**src/rtl/mmips_pkg.sv**
```systemverilog
// rtl/mmips_pkg.sv - shared types and defaults for the memory arbiter
package mmips_pkg;

  localparam int DEF_ADDR_W = 32;
  localparam int DEF_DATA_W = 32;
  localparam int WAIT_CNT_W = 10;

  typedef enum logic [1:0] {
    IDLE = 2'd0,
    BUSY = 2'd1,
    DONE = 2'd2
  } arb_state_t;

  typedef enum logic {
    OWN_I = 1'b0,
    OWN_D = 1'b1
  } owner_t;

  // D wins a tie unless the caller asks for the fetch side to be preferred.
  function automatic owner_t pick_owner(input logic i_req, input logic d_req,
                                        input logic prefer_i);
    return (d_req && !(i_req && prefer_i)) ? OWN_D : OWN_I;
  endfunction

endpackage

```
**src/rtl/mem_arb_timer.sv**
```systemverilog
// rtl/mem_arb_timer.sv - saturating BUSY-cycle counter with sticky timeout flag
// timeout is already high during the MAX_WAIT-th BUSY cycle, then held until rst.
module mem_arb_timer
  import mmips_pkg::*;
#(
  parameter int MAX_WAIT = 64
) (
  input  logic clk,
  input  logic rst,
  input  logic clear,
  input  logic run,
  output logic timeout
);

  localparam logic [WAIT_CNT_W-1:0] LIMIT    = WAIT_CNT_W'(MAX_WAIT);
  localparam logic [WAIT_CNT_W-1:0] LIMIT_M1 = WAIT_CNT_W'(MAX_WAIT - 1);

  logic [WAIT_CNT_W-1:0] count_q, count_d;
  logic                  sticky_q, sticky_d;
  logic                  hit;

  always_comb begin
    hit      = run && (count_q >= LIMIT_M1);
    count_d  = count_q;
    sticky_d = sticky_q | hit;
    if (clear) begin
      count_d = '0;
    end else if (run && (count_q != LIMIT)) begin
      count_d = count_q + WAIT_CNT_W'(1);
    end
  end

  always_ff @(posedge clk) begin
    if (rst) begin
      count_q  <= '0;
      sticky_q <= 1'b0;
    end else begin
      count_q  <= count_d;
      sticky_q <= sticky_d;
    end
  end

  assign timeout = sticky_q | hit;

endmodule

```
**src/rtl/mem_arbiter.sv**
```systemverilog
// rtl/mem_arbiter.sv - two-port (fetch/data) arbiter onto one shared memory port
// Optional MMIPS_ARB_ROUND_ROBIN_EN: alternate grants on simultaneous requests.
module mem_arbiter
  import mmips_pkg::*;
#(
  parameter int ADDR_W   = DEF_ADDR_W,
  parameter int DATA_W   = DEF_DATA_W,
  parameter int MAX_WAIT = 64
) (
  input  logic                clk,
  input  logic                rst,
  input  logic                i_req,
  input  logic [ADDR_W-1:0]   i_addr,
  output logic [DATA_W-1:0]   i_rdata,
  output logic                i_wait,
  input  logic                d_req,
  input  logic                d_we,
  input  logic [DATA_W/8-1:0] d_be,
  input  logic [ADDR_W-1:0]   d_addr,
  input  logic [DATA_W-1:0]   d_wdata,
  output logic [DATA_W-1:0]   d_rdata,
  output logic                d_wait,
  output logic                m_req,
  output logic                m_we,
  output logic [DATA_W/8-1:0] m_be,
  output logic [ADDR_W-1:0]   m_addr,
  output logic [DATA_W-1:0]   m_wdata,
  input  logic [DATA_W-1:0]   m_rdata,
  input  logic                m_ready,
  output logic                timeout
);

  localparam int BE_W = DATA_W / 8;

  arb_state_t          state_q, state_d;
  owner_t              owner_q, owner_d;
  owner_t              grant_own;
  logic                grant;
  logic                prefer_i;
  logic                m_req_q, m_req_d;
  logic                m_we_q, m_we_d;
  logic [BE_W-1:0]     m_be_q, m_be_d;
  logic [ADDR_W-1:0]   m_addr_q, m_addr_d;
  logic [DATA_W-1:0]   m_wdata_q, m_wdata_d;
  logic [DATA_W-1:0]   i_rdata_q, i_rdata_d;
  logic [DATA_W-1:0]   d_rdata_q, d_rdata_d;

`ifdef MMIPS_ARB_ROUND_ROBIN_EN
  owner_t last_q, last_d;

  assign prefer_i = (last_q == OWN_D);

  always_ff @(posedge clk) begin
    if (rst) begin
      last_q <= OWN_I;
    end else begin
      last_q <= last_d;
    end
  end

  always_comb begin
    last_d = last_q;
    if (grant) begin
      last_d = grant_own;
    end
  end
`else
  assign prefer_i = 1'b0;
`endif

  assign grant_own = pick_owner(i_req, d_req, prefer_i);

  always_comb begin
    state_d   = state_q;
    owner_d   = owner_q;
    grant     = 1'b0;
    m_req_d   = m_req_q;
    m_we_d    = m_we_q;
    m_be_d    = m_be_q;
    m_addr_d  = m_addr_q;
    m_wdata_d = m_wdata_q;
    i_rdata_d = i_rdata_q;
    d_rdata_d = d_rdata_q;
    case (state_q)
      IDLE: begin
        if (i_req || d_req) begin
          grant   = 1'b1;
          state_d = BUSY;
          owner_d = grant_own;
          m_req_d = 1'b1;
          if (grant_own == OWN_D) begin
            m_we_d    = d_we;
            m_be_d    = d_be;
            m_addr_d  = d_addr;
            m_wdata_d = d_wdata;
          end else begin
            m_we_d    = 1'b0;
            m_be_d    = '1;
            m_addr_d  = i_addr;
            m_wdata_d = '0;
          end
        end
      end
      BUSY: begin
        // Requester inputs are deliberately not looked at here; the grant is committed.
        if (m_ready) begin
          state_d = DONE;
          m_req_d = 1'b0;
          if (owner_q == OWN_D) begin
            d_rdata_d = m_rdata;
          end else begin
            i_rdata_d = m_rdata;
          end
        end
      end
      DONE: begin
        state_d = IDLE;
      end
      default: begin
        state_d = IDLE;
        m_req_d = 1'b0;
      end
    endcase
  end

  always_ff @(posedge clk) begin
    if (rst) begin
      state_q   <= IDLE;
      owner_q   <= OWN_D;
      m_req_q   <= 1'b0;
      m_we_q    <= 1'b0;
      m_be_q    <= '0;
      m_addr_q  <= '0;
      m_wdata_q <= '0;
      i_rdata_q <= '0;
      d_rdata_q <= '0;
    end else begin
      state_q   <= state_d;
      owner_q   <= owner_d;
      m_req_q   <= m_req_d;
      m_we_q    <= m_we_d;
      m_be_q    <= m_be_d;
      m_addr_q  <= m_addr_d;
      m_wdata_q <= m_wdata_d;
      i_rdata_q <= i_rdata_d;
      d_rdata_q <= d_rdata_d;
    end
  end

  mem_arb_timer #(
    .MAX_WAIT (MAX_WAIT)
  ) u_timer (
    .clk     (clk),
    .rst     (rst),
    .clear   (grant),
    .run     (state_q == BUSY),
    .timeout (timeout)
  );

  // Wait drops for exactly the DONE cycle so the owning pipeline stage can advance.
  assign i_wait  = i_req & ~((state_q == DONE) && (owner_q == OWN_I));
  assign d_wait  = d_req & ~((state_q == DONE) && (owner_q == OWN_D));
  assign m_req   = m_req_q;
  assign m_we    = m_we_q;
  assign m_be    = m_be_q;
  assign m_addr  = m_addr_q;
  assign m_wdata = m_wdata_q;
  assign i_rdata = i_rdata_q;
  assign d_rdata = d_rdata_q;

endmodule

```
**config.mk**
```make
export PLATFORM = sky130hd
export DESIGN_NAME = mem_arbiter
export DESIGN_NICKNAME = d
export VERILOG_FILES = /design/src/rtl/mmips_pkg.sv /design/src/rtl/mem_arb_timer.sv /design/src/rtl/mem_arbiter.sv
export SDC_FILE = /design/constraint.sdc
export NUM_CORES = 1
export LEC_CHECK = 0
export ABC_AREA = 1
export BUFFER_PORTS_ARGS = -buffer_cell sky130_fd_sc_hd__buf_2
export CORE_MARGIN = 3
export CORE_UTILIZATION = 50
export DETAILED_ROUTE_END_ITERATION = 12
export MAX_ROUTING_LAYER = met4
export PLACE_DENSITY = 0.95
export SYNTH_ARGS = -nofsm -noshare
export SYNTH_HDL_FRONTEND = slang
export SYNTH_SLANG_ARGS = --single-unit
```
**constraint.sdc**
```tcl
create_clock -name clk -period 2.5 [get_ports clk]
set_clock_uncertainty 0.05 [all_clocks]
set_input_delay 0.5 -clock clk [delete_from_list [all_inputs] [get_ports clk]]
set_output_delay 0.5 -clock clk [all_outputs]
set_load 0.005 [all_outputs]
```
==> summary.md, run 1 <==
| Metric | Value |
|---|---|
| Worst-margin pin slew | `0.586 ns` |
| CP Max Fanout | `4` |
| WS Path Type | `reg -> out` |
| Seq/Total Area, Yosys | `52.2%` |
| Average routed wire per standard cell | `14.1 µm` |
| Setup Buffers After CTS | `0` |
| Final setup margin | `0.192 ns` |
| Setup violators final | `0` |
| Initial antenna violation count | `0` |
| Number of global-route vias before repair | `5531` |
| Post-synth top area share | `52.2%` |
| Core Region | `0.0110 mm²` |
| Maximum clock insertion buffer count | `2` |
| Min cycle time layout | `2.31 ns` |
| CTS sink cnt | `148` |
| Hold buffer count at cts | `0` |
| Required @ worst endpoint | `1.95 ns` |
| Height of the die | `113 µm` |
| Fraction of layout cells with a size suffix above 1 | `32.3%` |
| Top Ports | `275` |
| Post-Syn Area per Cell | `7.60 µm²` |
| Total track usage | `25.8%` |
| # diodes | `0` |
| First DRT Iteration DRCs | `408` |
| Worst path max stage delay | `0.39 ns` |
| DRC | `0` |
| Critical path cell sequence | `ha_1 > nand2_1 > nor2_1 > nand2_1 > nor2_1 > o21ai_0 > nand2_1 > buf_2` |
| Total grt overflow | `0` |
| Slowest cell on crit path | `dfxtp_1` |
| Fmax | `433 MHz` |
| Min-delay worst type | `in -> reg` |
| Largest net degree at the start of global routing | `72` |
| Final period utilization | `92.3%` |
| R2R depth | `5` |
| Main area contributors after synthesis | `dfxtp_1 (52%), nand2_1 (11%), nor2_1 (10%)` |
| WL final | `16.2 mm` |
| Layout overhead on the synthesized area | `34.8%` |
| Final Max Slew Viols | `0` |
| I/O Buffers | `274` |
| Distinct cells, synth | `29` |
| DP Wirelength | `11.5 mm` |
| First-pass GRT wire length | `26.1 mm` |
| CP top delay family | `simple AND/OR/NAND/NOR gates` |
| Die width | `113 µm` |
| Critical path depth in cells | `8` |
| Power per cell area | `776 mW/mm²` |
| Mapped Area | `0.00568 mm²` |
| Worst endpoint data arrival time | `1.76 ns` |
| Leakage | `3.90 nW` |
| Initial DRT Pass Iterations | `5` |
| Relative slew slack | `60.9%` |
| R2r startpoint | `state_q[1]` |
| Gpl congestion | `0.904` |
| Nets@finish | `1141` |
| Fin. Hold Viols | `0` |
| Die ar. | `0.0127 mm²` |
| CP startpoint | `u_timer.count_q[1]` |
| Dominant cell type by area after synthesis | `dfxtp_1` |
| Starting Density | `51.7%` |
| Buf/Inv on CP | `1` |
| Max Cap Violations | `0` |
| Register bit total from synthesis | `148` |
| RSZ-0062 raised after global routing | `no` |
| Resized Gates After CTS | `0` |
| H-tree Lvls | `4` |
| Peak supply drop | `500 µV` |
| Synthesis Warnings | `0` |
| Most Frequent Cell on Critical Path | `nand2_1` |
| Root Buffer | `clkbuf_16` |
| Status | `completed` |
| Site row count | `38` |
| Cell count of the worst hold path | `3` |
| CTS tree | `done` |
| Post-Syn Instances | `747` |
| Pre-CTS setup slack | `0.651 ns` |
| Worst setup EP type | `output port` |
| Critical Path Source Type | `register` |
| Via count | `5827` |
| Clock transition at path regs | `0.06 ns` |
| Setup TNS | `0 ns` |
| Num CTS Buffers | `17` |
| Syn nets | `887` |
| DRT antenna net count | `0` |
| Vias per cell | `5.05` |
| Clk_lat worst skew | `0.40 ns` |
| Hold_sp | `d_wdata[21]` |
-- metrics by stage --
stage / instances / area (µm²) / hold WS, ns / power [mW] / utilization, %
finish: 1154 / 7660 / 0.268 / 5.94 / 69.7
global route: 1154 / 7660 / 0.262 / 6.18 / 69.7
CTS: 1154 / 7660 / 0.257 / 5.98 / 69.7
detailed placement: 1122 / 7040 / 0.378 / 3.36 / 64.1
global placement: 1122 / 7040 / 0.372 / 3.34 / 64.1
floorplan: 747 / 5680 / 0.380 / 3.03 / -
-- worst paths after layout --
check                     end  slack [ns]
setup / recovery      timeout        0.19
setup reg to reg    m_addr[1]        0.80
hold / removal    m_wdata[21]        0.27
hold reg to reg   m_wdata[14]        0.39
-- per-layer routing --
metal,part of all wire (%),vias up,global-route usage [%],routed length [µm]
met4,3.7,0,11.3,598
met3,7.4,46,5.93,1200
met1,39,2581,30.2,6350
met2,50,268,42.4,8090
li1,-,2932,-,-
met5,0,-,-,0
-- power by group --
group / total, mW / internal, mW / switching, mW
Sequential: 2.61 / 2.52 / 0.0858
Clock: 2.63 / 1.62 / 1.01
Combinational: 0.709 / 0.300 / 0.409
-- synth_stat cells (all sizes together) --
| master | instances |
|---|---|
| a31oi | 32 |
| nor2 | 157 |
| nand2 | 167 |
| inv | 27 |
| buf | 27 |
| xor2 | 3 |
| and2 | 1 |
| clkinv | 2 |
| nor3 | 2 |
| ha | 2 |
| clkbuf | 19 |
| nand3 | 40 |
| dfxtp | 148 |
| nand4 | 5 |
| a21oi | 9 |
| o21ai | 105 |
| o31ai | 1 |
-- sequential cells by signal (all words and copies together) (netlist names) --
register / flops
d_rdata: 32
i_rdata: 32
m_addr: 32
m_wdata: 32
u_timer.count_q: 10
m_be: 4
state_q: 2
m_req: 1
m_we: 1
owner_q: 1
u_timer.sticky_q: 1
-- area by class of cell --
type	instances	area, µm²
well taps	140	175
flip-flops and latches	148	2960
multi-input cells	524	2350
fillers	893	3320
clock buffers	19	443
inverters	29	115
clock inverters	13	175
repair buffers	281	1440
-- cells in the final DEF (no fill, tap or decap), types with 2 or more instances in the layout --
cell	Yosys	layout
nand2_2	2	2
nor2_4	2	2
clkbuf_16	0	17
nand3_1	40	40
o21ai_0	89	89
clkinv_4	0	3
o21ai_1	15	15
buf_4	3	6
inv_4	2	2
inv_2	5	5
dfxtp_1	148	148
a21oi_1	9	9
nor3_1	2	2
buf_2	18	274
ha_1	2	2
nand2_1	164	164
inv_1	20	20
nor2_1	153	153
nand4_1	5	5
clkinvlp_4	0	4
a31oi_1	32	32
xor2_1	3	3
inv_6	0	2
bufinv_16	0	3
-- logic make-up (layout without fill, tap and decap cells) --
logic type                 Yosys count  after routing  share of synthesized area, %
AOI/OAI and AO/OA                  147            147                          13.9
DFF                                148            148                          52.2
adders and majority gates            2              2                         0.440
and+or+nand+nor                    372            372                          26.6
xor gates and xnor gates             3              3                         0.463
buffers and inverters               75            342                          6.45
-- worst register-to-register path: stages, from the launching register on --
cell and delay, ns:
dfxtp_1 0.39, nor2_2 0.22, o21ai_4 0.13, inv_4 0.43
o21ai_0 0.16, a31oi_1 0.24
Note: power is estimated with default switching activity, not from simulation.
==> run 2: changes to the inputs <==
--- a/config.mk
+++ b/config.mk
@@ -5,13 +5,13 @@
 export SDC_FILE = /design/constraint.sdc
 export NUM_CORES = 1
 export LEC_CHECK = 0
-export ABC_AREA = 1
 export BUFFER_PORTS_ARGS = -buffer_cell sky130_fd_sc_hd__buf_2
 export CORE_MARGIN = 3
-export CORE_UTILIZATION = 50
+export CORE_UTILIZATION = 45
 export DETAILED_ROUTE_END_ITERATION = 12
+export GPL_TIMING_DRIVEN = 0
 export MAX_ROUTING_LAYER = met4
-export PLACE_DENSITY = 0.95
+export PLACE_DENSITY = 0.89
 export SYNTH_ARGS = -nofsm -noshare
 export SYNTH_HDL_FRONTEND = slang
 export SYNTH_SLANG_ARGS = --single-unit
==> constraint.sdc (replaced) <==
create_clock -name clk -period 2.4 [get_ports clk]
set_clock_uncertainty 0.05 [all_clocks]
set_input_delay 0.48 -clock clk [delete_from_list [all_inputs] [get_ports clk]]
set_output_delay 0.48 -clock clk [all_outputs]
set_load 0.005 [all_outputs]
==> summary.md, run 2 <==
| Metric | Value |
|---|---|
| Power per cell area | `780 mW/mm²` |
| CP Max Fanout | `7` |
| Multi-input logic area | `0.00226 mm²` |
| Hold_sp | `d_wdata[1]` |
| R2R depth | `5` |
| Gpl congestion | `0.852` |
| Vias per cell | `5.16` |
| Pre-CTS setup slack | `0.255 ns` |
| Distinct cells, synth | `35` |
| Register Area | `0.00296 mm²` |
| Status | `completed` |
| Min cycle time layout | `2.21 ns` |
| FFs w/ async S/R, synth | `0%` |
| Final Non-Filler Cells | `1043` |
| DRC | `0` |
| WS Path Type | `reg -> out` |
| Final period utilization | `92.2%` |
| Synth Flop Type | `dfxtp_1` |
| Top Ports | `275` |
| Height of the die | `116 µm` |
| Commonest non-fill, non-tap cell in the layout | `buf_2` |
| Fmax | `452 MHz` |
| Largest net degree at the start of global routing | `17` |
| First DRT Iteration DRCs | `434` |
| Final Max Slew Viols | `0` |
| Initial antenna violation count | `0` |
| Setup TNS | `0 ns` |
| R2R Path End | `m_wdata[22]` |
| Number of global-route vias before repair | `5071` |
| Synth Area in Simple Gates | `16.3%` |
| First-pass GRT wire length | `24.6 mm` |
| Required @ worst endpoint | `1.87 ns` |
| # diodes | `0` |
| Cell count of the worst hold path | `2` |
| Core Region | `0.0116 mm²` |
| Fraction of layout cells with a size suffix above 1 | `37.2%` |
| Fin. Hold Viols | `0` |
| Main area contributors after synthesis | `dfxtp_1 (54%), nand2_1 (9.2%), mux2i_1 (6.1%)` |
| Site row count | `39` |
| Die ar. | `0.0135 mm²` |
| Seq/Total Area, Yosys | `54.3%` |
| Relative slew slack | `47.8%` |
| Root Buffer | `clkbuf_16` |
| Slowest cell on crit path | `or4_1` |
| Worst path max stage delay | `0.51 ns` |
| RSZ-0062 raised after global routing | `no` |
| Layout overhead on the synthesized area | `38.6%` |
| Total grt overflow | `0` |
| Overall Power | `5.90 mW` |
| Final hold slack | `0.218 ns` |
| CTS sink cnt | `148` |
| Worst-margin pin slew | `0.784 ns` |
| Post-Syn Instances | `597` |
| Peak supply drop | `484 µV` |
| Mapped Area | `0.00545 mm²` |
| Synth Area in Adders | `0.459%` |
| Via count | `5379` |
| Final setup margin | `0.188 ns` |
| WHS Endpoint | `m_wdata[1]` |
| Multiplexer area fraction after synthesis | `6.06%` |
| Clk_lat worst skew | `0.41 ns` |
| Nets@finish | `1028` |
| Maximum clock insertion buffer count | `2` |
| Post-Syn Area per Cell | `9.14 µm²` |
| Buf/Inv on CP | `1` |
| Largest family of logic cells by synthesized area | `compound AO/OA/AOI/OAI gates` |
| Post-synth top area share | `54.3%` |
| Min-delay worst type | `in -> reg` |
| CTS tree | `done` |
| Filler cells | `986` |
| Max Cap Violations | `0` |
| I/O Buffers | `272` |
| Setup violators final | `0` |
| Placed insts | `1012` |
| WL final | `16.2 mm` |
| Initial DRT Pass Iterations | `7` |
| Worst endpoint data arrival time | `1.68 ns` |
| Clock transition at path regs | `0.06 ns` |
| Hold buffer count at cts | `0` |
| Register-to-register setup slack | `0.48 ns` |
| Starting Density | `47.0%` |
| CP top delay family | `simple AND/OR/NAND/NOR gates` |
| R2r startpoint | `state_q[1]` |
| Worst setup EP type | `output port` |
| Critical path cell sequence | `or4_1 > a31oi_1 > o21bai_1 > buf_2` |
| DP Wirelength | `12.2 mm` |
| Dominant cell type by area after synthesis | `dfxtp_1` |
| Syn nets | `737` |
| H-tree Lvls | `4` |
| Post-synth EDFFs | `0` |
| Num CTS Buffers | `17` |
| DRT antenna net count | `0` |
| Most frequent cell after synthesis | `dfxtp_1` |
| Leakage | `3.60 nW` |
| Synth Area in Compound Gates | `17.6%` |
| Setup Buffers After CTS | `0` |
| Resized Gates After CTS | `0` |
| Synth top cells by count | `dfxtp_1 (148), nand2_1 (134), a21oi_1 (65)` |
| Synthesis Warnings | `0` |
| Average routed wire per standard cell | `15.5 µm` |
| Most frequent cells in the layout | `buf_2 (295), dfxtp_1 (148), nand2_1 (134), a21oi_1 (65), nor2_1 (42)` |
| Register bit total from synthesis | `148` |
| Die width | `116 µm` |
| Synth Area in XOR/XNOR | `1.12%` |
| Total track usage | `24.2%` |
| Critical Path Source Type | `register` |
-- run 2: changes by cell type after synthesis, sizes merged, moves of 4 or more --
cell	previous run	this run
inv	27	3
o21ai	105	3
nor2	157	49
xnor2	0	4
nand2	167	134
a211oi	0	32
mux2i	0	33
nand3	40	4
a21oi	9	67
and3	0	5
a31oi	32	1
a22o	0	33
o22ai	0	4
-- run 2: final cells by class --
class | instances | share of cell area (%)
timing repair buffer | 272 | 18.0
multi-input combinational | 400 | 29.9
tap | 143 | 2.37
clock buffer | 23 | 6.46
inverter | 3 | 0.149
clock inverter | 8 | 1.01
buffer | 46 | 2.86
sequential | 148 | 39.2
-- run 2: where the power goes --
group          internal, mW  switching, mW
Sequential             2.60         0.0789
Clock                  1.52          0.968
Combinational         0.331          0.390
-- run 2: how the worst max path moves through the flow --
| stage | slack (ns) | from | to | depth (start not counted) |
|---|---|---|---|---|
| 6_report | 0.19 | u_timer.count_q[6] | timeout | 4 |
| 5_1_grt | 0.01 | u_timer.count_q[6] | timeout | 4 |
| 4_1_cts | 0.17 | u_timer.count_q[6] | timeout | 4 |
| 3_5_place_dp | 0.25 | rst | i_rdata[1] | 4 |
| 3_3_place_gp | 0.27 | rst | d_rdata[30] | 4 |
| 2_1_floorplan | 0.61 | d_req | d_wait | 3 |
-- run 2: worst reg2reg max path, stage by stage (launching register included) --
cell     delay (ns)
dfxtp_1        0.33
nor2_1         0.31
nand2_1        0.29
nor2_1         0.40
buf_2          0.31
a22o_1         0.17
-- run 2: kinds of logic (layout without fill, tap and decap cells) --
group,count (synthesis),in the layout
AOI/OAI and AO/OA,145,145
xor gates and xnor gates,7,7
adders and majority gates,2,2
buffers and inverters,49,352
DFF,148,148
muxes,33,33
and+or+nand+nor,213,213
-- run 2: stage by stage --
step	instance area (µm²)	util, %
floorplan	5450	-
global placement	6990	60.2
detailed placement	6990	60.2
CTS	7560	65.1
global route	7560	65.1
finish	7560	65.1
-- run 2: per-layer routing --
metal / vias to the layer above / wire (µm) / global-route usage, % / part of all wire (%)
li1: 2638 / - / - / -
met1: 2486 / 6480 / 27.2 / 40
met2: 218 / 8280 / 40.8 / 51
met3: 37 / 919 / 6.99 / 5.7
met4: 0 / 475 / 9.36 / 2.9
met5: - / 0 / - / 0
